File: src/rtl/alu_pkg.sv
// Shared types for the sequential ALU: operation codes, FSM states and the flag bundle.
package alu_pkg;

  typedef enum logic [2:0] {
    ALU_ADD = 3'b000,
    ALU_SUB = 3'b001,
    ALU_AND = 3'b010,
    ALU_OR  = 3'b011,
    ALU_XOR = 3'b100,
    ALU_SLT = 3'b101,
    ALU_MUL = 3'b110,
    ALU_SLL = 3'b111
  } alu_op_t;

  typedef enum logic [1:0] {
    S_IDLE,
    S_MUL,
    S_DONE
  } alu_state_t;

  // Field order matches the {N,Z,C,V} flags port.
  typedef struct packed {
    logic n;
    logic z;
    logic c;
    logic v;
  } alu_flags_t;

  localparam int FLAG_N = 3;
  localparam int FLAG_Z = 2;
  localparam int FLAG_C = 1;
  localparam int FLAG_V = 0;

endpackage

File: src/rtl/alu_mul_iter.sv
// Iterative unsigned shift-add multiplier: one partial-product step per cycle, WIDTH steps per op.
module alu_mul_iter #(
  parameter int WIDTH = 8,
  parameter int CNT_W = $clog2(WIDTH + 1)
) (
  input  logic             clk,
  input  logic             rst_n,
  input  logic             start,
  input  logic [WIDTH-1:0] a,
  input  logic [WIDTH-1:0] b,
  output logic             busy,
  output logic             done,
  output logic [WIDTH-1:0] prod_hi,
  output logic [WIDTH-1:0] prod_lo
);

  logic [WIDTH-1:0] mcand_q;
  logic [WIDTH-1:0] hi_q;
  logic [WIDTH-1:0] lo_q;
  logic [CNT_W-1:0] cnt_q;
  logic             busy_q;
  logic [WIDTH:0]   partial;
  logic             last;

  // lo_q starts as the multiplier and is consumed LSB-first as product bits shift in.
  assign partial = lo_q[0] ? ({1'b0, hi_q} + {1'b0, mcand_q}) : {1'b0, hi_q};
  assign last    = busy_q && (cnt_q == CNT_W'(WIDTH - 1));

  // NOTE: state registers use non-blocking assignments so every register samples pre-edge values.
  always_ff @(posedge clk or negedge rst_n) begin
    if (!rst_n) begin
      mcand_q <= '0;
      hi_q    <= '0;
      lo_q    <= '0;
      cnt_q   <= '0;
      busy_q  <= 1'b0;
    end else if (start) begin
      mcand_q <= a;
      hi_q    <= '0;
      lo_q    <= b;
      cnt_q   <= '0;
      busy_q  <= 1'b1;
    end else if (busy_q) begin
      {hi_q, lo_q} <= {partial, lo_q[WIDTH-1:1]};
      cnt_q        <= cnt_q + CNT_W'(1);
      if (last) busy_q <= 1'b0;
    end
  end

  assign busy    = busy_q;
  assign done    = last;
  assign prod_hi = hi_q;
  assign prod_lo = lo_q;

endmodule

File: src/rtl/alu_seq.sv
// Registered ALU with valid/ready handshakes, N/Z/C/V flags and a WIDTH-cycle multiplier.
module alu_seq
  import alu_pkg::*;
#(
  parameter  int WIDTH = 8,
  localparam int CNT_W = $clog2(WIDTH + 1)
) (
  input  logic             clk,
  input  logic             rst_n,
  input  logic             in_valid,
  output logic             in_ready,
  input  logic [WIDTH-1:0] a,
  input  logic [WIDTH-1:0] b,
  input  logic [2:0]       ALUControl,
  output logic             out_valid,
  input  logic             out_ready,
  output logic [WIDTH-1:0] ALUResult,
  output logic [WIDTH-1:0] ALUResultHi,
  output logic [3:0]       flags
);

  localparam int SH_W = $clog2(WIDTH);

  alu_state_t       state_q, state_d;
  alu_op_t          op;
  logic             accept;
  logic             mul_start, mul_busy, mul_done;
  logic [WIDTH-1:0] mul_hi, mul_lo;
  logic [WIDTH-1:0] res_d, res_q;
  logic [WIDTH:0]   sum;
  alu_flags_t       flg_d, flg_q, mul_flg;
  logic             is_mul_q;

  assign op        = alu_op_t'(ALUControl);
  assign in_ready  = (state_q == S_IDLE) && !mul_busy;
  assign out_valid = (state_q == S_DONE);
  assign accept    = in_valid && in_ready;
  assign mul_start = accept && (op == ALU_MUL);

  alu_mul_iter #(.WIDTH(WIDTH), .CNT_W(CNT_W)) u_mul (
    .clk     (clk),
    .rst_n   (rst_n),
    .start   (mul_start),
    .a       (a),
    .b       (b),
    .busy    (mul_busy),
    .done    (mul_done),
    .prod_hi (mul_hi),
    .prod_lo (mul_lo)
  );

  // NOTE: every signal driven here gets a default first, so no path can infer a latch.
  always_comb begin
    sum   = '0;
    res_d = '0;
    flg_d = '0;
    unique case (op)
      ALU_ADD: sum = {1'b0, a} + {1'b0, b};
      ALU_SUB: sum = {1'b0, a} + {1'b0, ~b} + {{WIDTH{1'b0}}, 1'b1};
      ALU_AND: res_d = a & b;
      ALU_OR:  res_d = a | b;
      ALU_XOR: res_d = a ^ b;
      ALU_SLT: res_d = {{(WIDTH-1){1'b0}}, ($signed(a) < $signed(b))};
      ALU_SLL: res_d = a << b[SH_W-1:0];
      default: res_d = '0;
    endcase
    if (op == ALU_ADD || op == ALU_SUB) begin
      res_d   = sum[WIDTH-1:0];
      flg_d.c = sum[WIDTH];
      // Overflow when the effective operand signs agree but the result sign differs.
      flg_d.v = (op == ALU_ADD)
              ? ((a[WIDTH-1] == b[WIDTH-1]) && (res_d[WIDTH-1] != a[WIDTH-1]))
              : ((a[WIDTH-1] != b[WIDTH-1]) && (res_d[WIDTH-1] != a[WIDTH-1]));
    end
    flg_d.n = res_d[WIDTH-1];
    flg_d.z = (res_d == '0);
  end

  always_comb begin
    state_d = state_q;
    unique case (state_q)
      S_IDLE:  if (accept)    state_d = (op == ALU_MUL) ? S_MUL : S_DONE;
      S_MUL:   if (mul_done)  state_d = S_DONE;
      S_DONE:  if (out_ready) state_d = S_IDLE;
      default:                state_d = S_IDLE;
    endcase
  end

  // NOTE: result registers are reset along with the FSM so an aborted op never leaks out.
  always_ff @(posedge clk or negedge rst_n) begin
    if (!rst_n) begin
      state_q  <= S_IDLE;
      res_q    <= '0;
      flg_q    <= '0;
      is_mul_q <= 1'b0;
    end else begin
      state_q <= state_d;
      if (accept) begin
        is_mul_q <= (op == ALU_MUL);
        res_q    <= res_d;
        flg_q    <= flg_d;
      end
    end
  end

  // The multiplier holds its product after finishing, so MUL results are read from it directly.
  always_comb begin
    mul_flg   = '0;
    mul_flg.n = mul_lo[WIDTH-1];
    mul_flg.z = (mul_lo == '0);
    mul_flg.c = |mul_hi;
  end

  assign ALUResult   = is_mul_q ? mul_lo : res_q;
  assign ALUResultHi = is_mul_q ? mul_hi : '0;
  assign flags       = is_mul_q ? mul_flg : flg_q;

endmodule

File: config.mk
export PLATFORM = sky130hd
export DESIGN_NAME = alu_seq
export DESIGN_NICKNAME = d
export VERILOG_FILES = /design/src/rtl/alu_pkg.sv /design/src/rtl/alu_mul_iter.sv /design/src/rtl/alu_seq.sv
export SDC_FILE = /design/constraint.sdc
export NUM_CORES = 1
export LEC_CHECK = 0
export CAP_MARGIN = 10
export CORE_MARGIN = 1.5
export CORE_UTILIZATION = 40
export DETAILED_ROUTE_END_ITERATION = 6
export GPL_ROUTABILITY_DRIVEN = 1
export GPL_TIMING_DRIVEN = 1
export PLACE_DENSITY = 0.6
export RECOVER_POWER = 100
export SYNTH_ARGS = -nofsm -noshare
export SYNTH_HDL_FRONTEND = slang
export SYNTH_SLANG_ARGS = --single-unit
export TNS_END_PERCENT = 10
File: constraint.sdc
create_clock -name clk -period 5.6 [get_ports clk]
set_input_delay 0.56 -clock clk [delete_from_list [all_inputs] [get_ports clk]]
set_output_delay 0.56 -clock clk [all_outputs]
set_load 0.02 [all_outputs]
==> flow_metrics.env, run 1 <==
export IMPL_status="finished, violations left"
export IMPL_failed_checks="max-capacitance violations, max-slew violations"
export IMPL_die_area_mm2=0.0100
export IMPL_timing_critical_path_slowest_cell_delay_ns=1.12
export IMPL_design_portCount=45
export IMPL_max_slew_margin_pct=-53.7
export IMPL_yosys_cell_types_count=61
export IMPL_startpoint_type="input pin"
export IMPL_drt_antenna_violating_nets=0
export IMPL_grt_first_pass_wirelength_mm=16.5
export IMPL_ys_seq_area_share_pct=28.5
export IMPL_hold_viol_final=0
export IMPL_regToRegSetupSlack_ns=2.19
export IMPL_ctsRootBufferMaster="sky130_fd_sc_hd__clkbuf_8"
export IMPL_layout_worst_path_cycle_share_pct=68.7
export IMPL_power_share_switching_pct=42.9
export IMPL_worst_path_buf_inv=3
export IMPL_detailedPlace_worstSlack_ns=2.02
export IMPL_h_tree_depth=2
export IMPL_antennaDiodeCount=0
export IMPL_syn2layout_area_growth_pct=14.7
export IMPL_clkLatencyLatePin_ns=0.29
export IMPL_number_of_sinks_driven_by_the_clock_tree=43
export IMPL_critical_path_peak_fanout=33
export IMPL_timing_clock_skew_ns=0.00540
export IMPL_fin_worst_hold_slack_ns=0.492
export IMPL_die_h_um=100
export IMPL_synthesis_yosys_warnings=0
export IMPL_min_delay_path_depth=2
export IMPL_timing_max_cap_violations=2
export IMPL_hp_class="register to register"
export IMPL_finalWorstSetupSlack_ns=1.75
export IMPL_combPwrFrac_pct=53.5
export IMPL_proportion_of_power_drawn_by_flip_flops_and_latches_pct=34.8
export IMPL_overall_global_routing_usage_pct=20.8
export IMPL_number_of_global_route_vias_before_repair=3243
export IMPL_cts_inserted_buffers=5
export IMPL_cts_tree="built"
export IMPL_worstMarginPinSlew_ns=2.30
export IMPL_fillers=897
export IMPL_r2r_start="u_mul.busy"
export IMPL_worst_endpoint_arrival_ns=4.03
export IMPL_core_rowCount=35
export IMPL_total_switching_power_mw=0.713
export IMPL_p_int_mw=0.949
export IMPL_r2r_end="u_mul.prod_hi[6]"
export IMPL_synthesis_nets=491
export IMPL_cts_resized=0
export IMPL_fin_tns_setup_ns=0
export IMPL_yosys_register_bits=43
export IMPL_gpl_final_weighted_congestion=0.886
export IMPL_crit_top_cell="sky130_fd_sc_hd__clkbuf_1"
export IMPL_max_clock_freq_ghz=0.260
export IMPL_io_buffer_count=44
export IMPL_syn_avg_cell_area_um2=8.76
export IMPL_worst_endpoint_required_ns=5.79
export IMPL_initial_core_util_pct=41.0
export IMPL_drt_first_iter_violations=151
export IMPL_rsz_0062_raised_after_global_routing="no"
export IMPL_layout_min_cycle_time_ns=3.85
export IMPL_crit_path_cell_trace="dlygate4sd3_1 -> clkbuf_1 -> nor3_4 -> clkbuf_1 -> nor2_1 -> a211o_1"
export IMPL_finish_utilization_pct=47.1
export IMPL_syn_area_mm2=0.00377
export IMPL_avgViaCountPerCell=5.66
export IMPL_antenna_found_initial=0
export IMPL_cp_num_cells=6
export IMPL_coreArea_mm2=0.00920
export IMPL_via_count=3239
export IMPL_cts_reportedPaths_clkPinSlew_ns=0.08
export IMPL_post_detailed_route_drc_marker_count=0
export IMPL_postCtsSetupBuffers=0
export IMPL_reg2regPathDepth=6
export IMPL_p_leak_nw=1.99
export IMPL_fraction_of_registers_with_async_set_or_reset_after_synthesis_pct=100
export IMPL_detail_route_first_pass_iterations=5
export IMPL_timing_hold_worst_endpoint="res_q[2]"
export IMPL_hold_path_startpoint="res_q[2]"
export IMPL_drive_gt1_share_pct=7.16
export IMPL_main_synth_ff_type="sky130_fd_sc_hd__dfrtp_1"
export IMPL_peakVddDrop_mv=0.149
export IMPL_fp_dieW_um=100
export IMPL_route_final_wire_length_mm=9.70
export IMPL_maximum_number_of_pins_on_one_net_before_global_route_repair=44
export IMPL_clock_tree_buffer_depth=2
export IMPL_criticalPathCategory="input pin to register"
export IMPL_synth_enable_flop_cells=0
export IMPL_power_density_mw_per_mm2=384
export IMPL_worst_setup_ep_type="register"
export IMPL_timing_critical_path_max_delay_family="buffers and inverters"
export IMPL_netlist_instances=431
export IMPL_clock_power_share_pct=11.7
export IMPL_critPathSlowestCell="sky130_fd_sc_hd__clkbuf_1"
export IMPL_wire_per_inst_um=17.0
export IMPL_overflow=0
export IMPL_setup_viol=0
export IMPL_dpl_hpwl_mm=7.42
export IMPL_holdBufCountCts=0
export IMPL_final_nets=520
export IMPL_report_final_slew_viol_count=78
[placed cells by master, fill, tap and decap left out, types with 4 or more instances in the layout]
cell type | synthesis | layout
sky130_fd_sc_hd__dlygate4sd3_1 | 0 | 25
sky130_fd_sc_hd__mux2_1 | 7 | 7
sky130_fd_sc_hd__inv_1 | 24 | 25
sky130_fd_sc_hd__a21oi_1 | 19 | 19
sky130_fd_sc_hd__a22oi_1 | 9 | 9
sky130_fd_sc_hd__nor3b_1 | 6 | 6
sky130_fd_sc_hd__nand2b_1 | 7 | 7
sky130_fd_sc_hd__a21o_1 | 6 | 6
sky130_fd_sc_hd__xnor2_1 | 9 | 9
sky130_fd_sc_hd__clkbuf_1 | 15 | 4
sky130_fd_sc_hd__nor2_1 | 27 | 27
sky130_fd_sc_hd__xor2_1 | 6 | 6
sky130_fd_sc_hd__clkbuf_8 | 0 | 5
sky130_fd_sc_hd__nor2b_1 | 10 | 10
sky130_fd_sc_hd__dfrtp_1 | 43 | 43
sky130_fd_sc_hd__nor3_1 | 11 | 12
sky130_fd_sc_hd__mux2_2 | 12 | 12
sky130_fd_sc_hd__o21bai_1 | 4 | 4
sky130_fd_sc_hd__o21ai_0 | 13 | 20
sky130_fd_sc_hd__nand3_1 | 7 | 7
sky130_fd_sc_hd__nand2_1 | 50 | 50
sky130_fd_sc_hd__and2_1 | 9 | 9
sky130_fd_sc_hd__o21ai_1 | 11 | 4
sky130_fd_sc_hd__mux2i_1 | 10 | 10
sky130_fd_sc_hd__a211oi_1 | 10 | 10
sky130_fd_sc_hd__nor4_1 | 5 | 5
sky130_fd_sc_hd__ha_1 | 34 | 34
sky130_fd_sc_hd__clkdlybuf4s50_1 | 0 | 18
sky130_fd_sc_hd__nand4_1 | 4 | 4
[registers in the layout, indices dropped and copies added, names as in the netlist]
signal	cells
res_q	8
u_mul.mcand_q	8
u_mul.prod_hi	8
u_mul.prod_lo	8
u_mul.cnt_q	4
flg_q	3
state_q	2
is_mul_q	1
u_mul.busy	1
[worst max-delay path by stage]
| stage | from | to | slack [ns] |
|---|---|---|---|
| CTS | b[1] | flg_q[2] | 2.33 |
| floorplan | b[1] | flg_q[2] | 2.81 |
| global route | ALUControl[0] | u_mul.prod_hi[6] | 1.47 |
| detailed placement | b[1] | flg_q[2] | 2.02 |
| global placement | b[1] | flg_q[2] | 2.03 |
| finish | ALUControl[0] | u_mul.prod_hi[6] | 1.75 |
[worst register-to-register path, cell delays in order (launching register included)]
cell	delay, ns
sky130_fd_sc_hd__dfrtp_1	0.39
sky130_fd_sc_hd__nor3_2	0.22
sky130_fd_sc_hd__nand2_1	0.43
sky130_fd_sc_hd__nor3_4	0.28
sky130_fd_sc_hd__clkbuf_1	1.12
sky130_fd_sc_hd__nor2_1	0.45
sky130_fd_sc_hd__a211o_1	0.40
[per-layer routing]
metal	global-route usage [%]	wire length [um]
met4	7.48	289
met1	29.5	4680
met3	1.81	431
met2	33.2	4300
met5	0	0
[cell families after synthesis]
| kind of cell | share of synthesized area, % |
|---|---|
| simple gates | 20.2 |
| compound gates | 17.9 |
| buf+inv | 5.73 |
| flops | 28.5 |
| fa+ha+maj | 12.9 |
| mux | 11.3 |
| xor+xnor | 3.48 |
[power groups by stage]
stage,sequential (mW),combinational [mW],clock (mW)
after floorplan,0.522,0.688,0
after global placement,0.583,0.913,0
final,0.579,0.890,0.194
after CTS,0.581,0.931,0.200
after global routing,0.605,0.997,0.212
after detailed placement,0.587,0.926,0
[Yosys cell counts (all sizes together), types with 3 or more instances]
master	instances	area [um^2]
nand2	50	188
dfrtp	43	1080
ha	34	425
nor2	27	101
inv	26	97.6
o21ai	24	120
mux2	22	259
a21oi	20	111
clkbuf	15	56.3
nor3	14	85.1
a211oi	10	75.1
buf	10	62.6
mux2i	10	100
nor2b	10	62.6
a22oi	9	67.6
and2	9	56.3
xnor2	9	78.8
nand2b	7	43.8
nand3	7	35.0
a21o	6	45.0
nor3b	6	45.0
xor2	6	52.6
nor4	5	31.3
nand4	4	25.0
o21bai	4	30.0
a31oi	3	18.8
fa	3	60.1
mux4	3	67.6
o211ai	3	22.5
o31ai	3	22.5
or3	3	18.8
[layout make-up]
cell class                      count  area, um^2  area share, %
Multi-Input combinational cell    337        2480           57.4
Sequential cell                    43        1080           24.8
Timing Repair Buffer               47         449           10.4
Tap cell                          111         139           3.21
Inverter                           26        97.6           2.25
Clock buffer                        6        72.6           1.68
Clock inverter                      2        12.5          0.289
[through the flow]
stage,area (um^2),std cells,power (mW)
floorplan,3770,431,1.21
global placement,4260,564,1.50
detailed placement,4260,564,1.51
CTS,4340,572,1.71
global route,4330,572,1.81
finish,4330,572,1.66
No activity file was read; power rests on OpenSTA's default activity.
==> run 2, diff against run 1 <==
Clock period 5.6 ns to 3.7 ns, I/O delays scaled along.
==> flow_metrics.env, run 2 (synthesis results as in run 1) <==
export IMPL_layout_worst_path_cycle_share_pct=82.8
export IMPL_timing_hold_worst_endpoint="res_q[0]"
export IMPL_number_of_global_route_vias_before_repair=3190
export IMPL_drt_antenna_violating_nets=0
export IMPL_regToRegSetupSlack_ns=1.10
export IMPL_critical_path_peak_fanout=10
export IMPL_criticalPathCategory="input pin to register"
export IMPL_hp_class="register to register"
export IMPL_worst_endpoint_required_ns=3.93
export IMPL_clkLatencyLatePin_ns=0.29
export IMPL_route_final_wire_length_mm=9.86
export IMPL_wire_per_inst_um=17.0
export IMPL_syn2layout_area_growth_pct=17.1
export IMPL_startpoint_type="input pin"
export IMPL_finalWorstSetupSlack_ns=0.637
export IMPL_setup_viol=0
export IMPL_antennaDiodeCount=0
export IMPL_postCtsSetupBuffers=0
export IMPL_gpl_final_weighted_congestion=0.998
export IMPL_detailedPlace_worstSlack_ns=0.592
export IMPL_reg2regPathDepth=6
export IMPL_core_rowCount=35
export IMPL_h_tree_depth=2
export IMPL_r2r_end="u_mul.mcand_q[7]"
export IMPL_die_h_um=100
export IMPL_drt_first_iter_violations=180
export IMPL_mostFrequentLayoutCells="sky130_fd_sc_hd__nand2_1, sky130_fd_sc_hd__dfrtp_1, sky130_fd_sc_hd__ha_1"
export IMPL_initial_core_util_pct=41.0
export IMPL_fin_tns_setup_ns=0
export IMPL_power_share_switching_pct=41.1
export IMPL_rsz_0062_raised_after_global_routing="no"
export IMPL_peakVddDrop_mv=0.254
export IMPL_finish_utilization_pct=48.1
export IMPL_total_switching_power_mw=1.10
export IMPL_antenna_found_initial=0
export IMPL_combPwrFrac_pct=50.7
export IMPL_p_leak_nw=2.05
export IMPL_ctsRootBufferMaster="sky130_fd_sc_hd__clkbuf_8"
export IMPL_max_slew_margin_pct=-57.8
export IMPL_design_portCount=45
export IMPL_die_area_mm2=0.0100
export IMPL_timing_max_cap_violations=1
export IMPL_maximum_number_of_pins_on_one_net_before_global_route_repair=44
export IMPL_avgViaCountPerCell=5.65
export IMPL_max_clock_freq_ghz=0.326
export IMPL_clock_power_share_pct=16.3
export IMPL_hold_path_startpoint="res_q[0]"
export IMPL_holdBufCountCts=0
export IMPL_final_nets=528
export IMPL_post_route_cell_area_mm2=0.00442
export IMPL_placement_cell_area_mm2=0.00432
export IMPL_worst_setup_ep_type="register"
export IMPL_worst_endpoint_arrival_ns=3.29
export IMPL_cts_tree="built"
export IMPL_r2r_start="u_mul.busy"
export IMPL_hold_viol_final=0
export IMPL_grt_first_pass_wirelength_mm=16.3
export IMPL_worstMarginPinSlew_ns=2.37
export IMPL_coreArea_mm2=0.00920
export IMPL_cts_reportedPaths_clkPinSlew_ns=0.08
export IMPL_fp_dieW_um=100
export IMPL_layout_min_cycle_time_ns=3.06
export IMPL_via_count=3279
export IMPL_proportion_of_power_drawn_by_flip_flops_and_latches_pct=33.0
export IMPL_power_density_mw_per_mm2=608
export IMPL_detail_route_first_pass_iterations=5
export IMPL_post_detailed_route_drc_marker_count=0
export IMPL_p_int_mw=1.58
export IMPL_layout_commonest_cell="sky130_fd_sc_hd__nand2_1"
export IMPL_min_delay_path_depth=2
export IMPL_dpl_hpwl_mm=7.67
export IMPL_status="finished, violations left"
export IMPL_clock_tree_buffer_depth=2
export IMPL_overflow=0
export IMPL_failed_checks="max-capacitance violations, max-slew violations"
export IMPL_timing_clock_skew_ns=0.0117
export IMPL_cts_resized=0
export IMPL_number_of_sinks_driven_by_the_clock_tree=43
export IMPL_overall_global_routing_usage_pct=20.7
export IMPL_drive_gt1_share_pct=8.74
export IMPL_cts_inserted_buffers=5
export IMPL_io_buffer_count=44
export IMPL_report_final_slew_viol_count=44
==> run 2: final cells by class <==
class                   instances  area (um^2)
well taps                     111          139
fillers                       909         4780
clock buffers                   5         68.8
repair buffers                 55          513
multi-input cells             337         2460
flip-flops and latches         43         1080
inverters                      26         97.6
clock inverters                 3         67.6
==> run 2: worst max-delay path by stage <==
stage                     from        to  depth (start not counted)
after floorplan           b[1]  flg_q[2]                         10
after global placement    a[4]  flg_q[2]                          9
after detailed placement  a[4]  flg_q[2]                          9
after CTS                 a[3]  flg_q[2]                         10
after global routing      a[3]  flg_q[2]                          9
final                     a[3]  flg_q[2]                          9
==> run 2: critical path, stage by stage <==
cell	delay, ns
sky130_fd_sc_hd__dlygate4sd3_1	0.65
sky130_fd_sc_hd__inv_1	0.09
sky130_fd_sc_hd__ha_1	0.43
sky130_fd_sc_hd__and4_1	0.26
sky130_fd_sc_hd__or4_4	0.49
sky130_fd_sc_hd__a21oi_1	0.30
sky130_fd_sc_hd__mux2i_1	0.13
sky130_fd_sc_hd__nor3_1	0.35
sky130_fd_sc_hd__a32o_2	0.23
==> run 2: per-layer routing <==
layer / part of all wire (%) / track usage, % / wire, um
met1: 49 / 29.9 / 4840
met2: 45 / 33.2 / 4390
met3: 4.3 / 1.95 / 429
met4: 2.0 / 5.74 / 195
met5: 0 / 0 / 0
==> run 2: power groups by stage <==
stage | clock (mW) | combinational, mW | sequential [mW]
6_report | 0.439 | 1.36 | 0.886
5_1_grt | 0.470 | 1.52 | 0.925
4_1_cts | 0.448 | 1.42 | 0.888
3_5_place_dp | 0 | 1.42 | 0.897
3_3_place_gp | 0 | 1.39 | 0.891
2_1_floorplan | 0 | 1.04 | 0.789
==> run 2: through the flow <==
step | std cells | hold slack [ns] | power (mW)
detailed placement | 572 | 0.472 | 2.32
global placement | 572 | 0.459 | 2.29
CTS | 580 | 0.275 | 2.76
finish | 580 | 0.483 | 2.69
floorplan | 431 | 0.0744 | 1.83
global route | 580 | 0.535 | 2.91
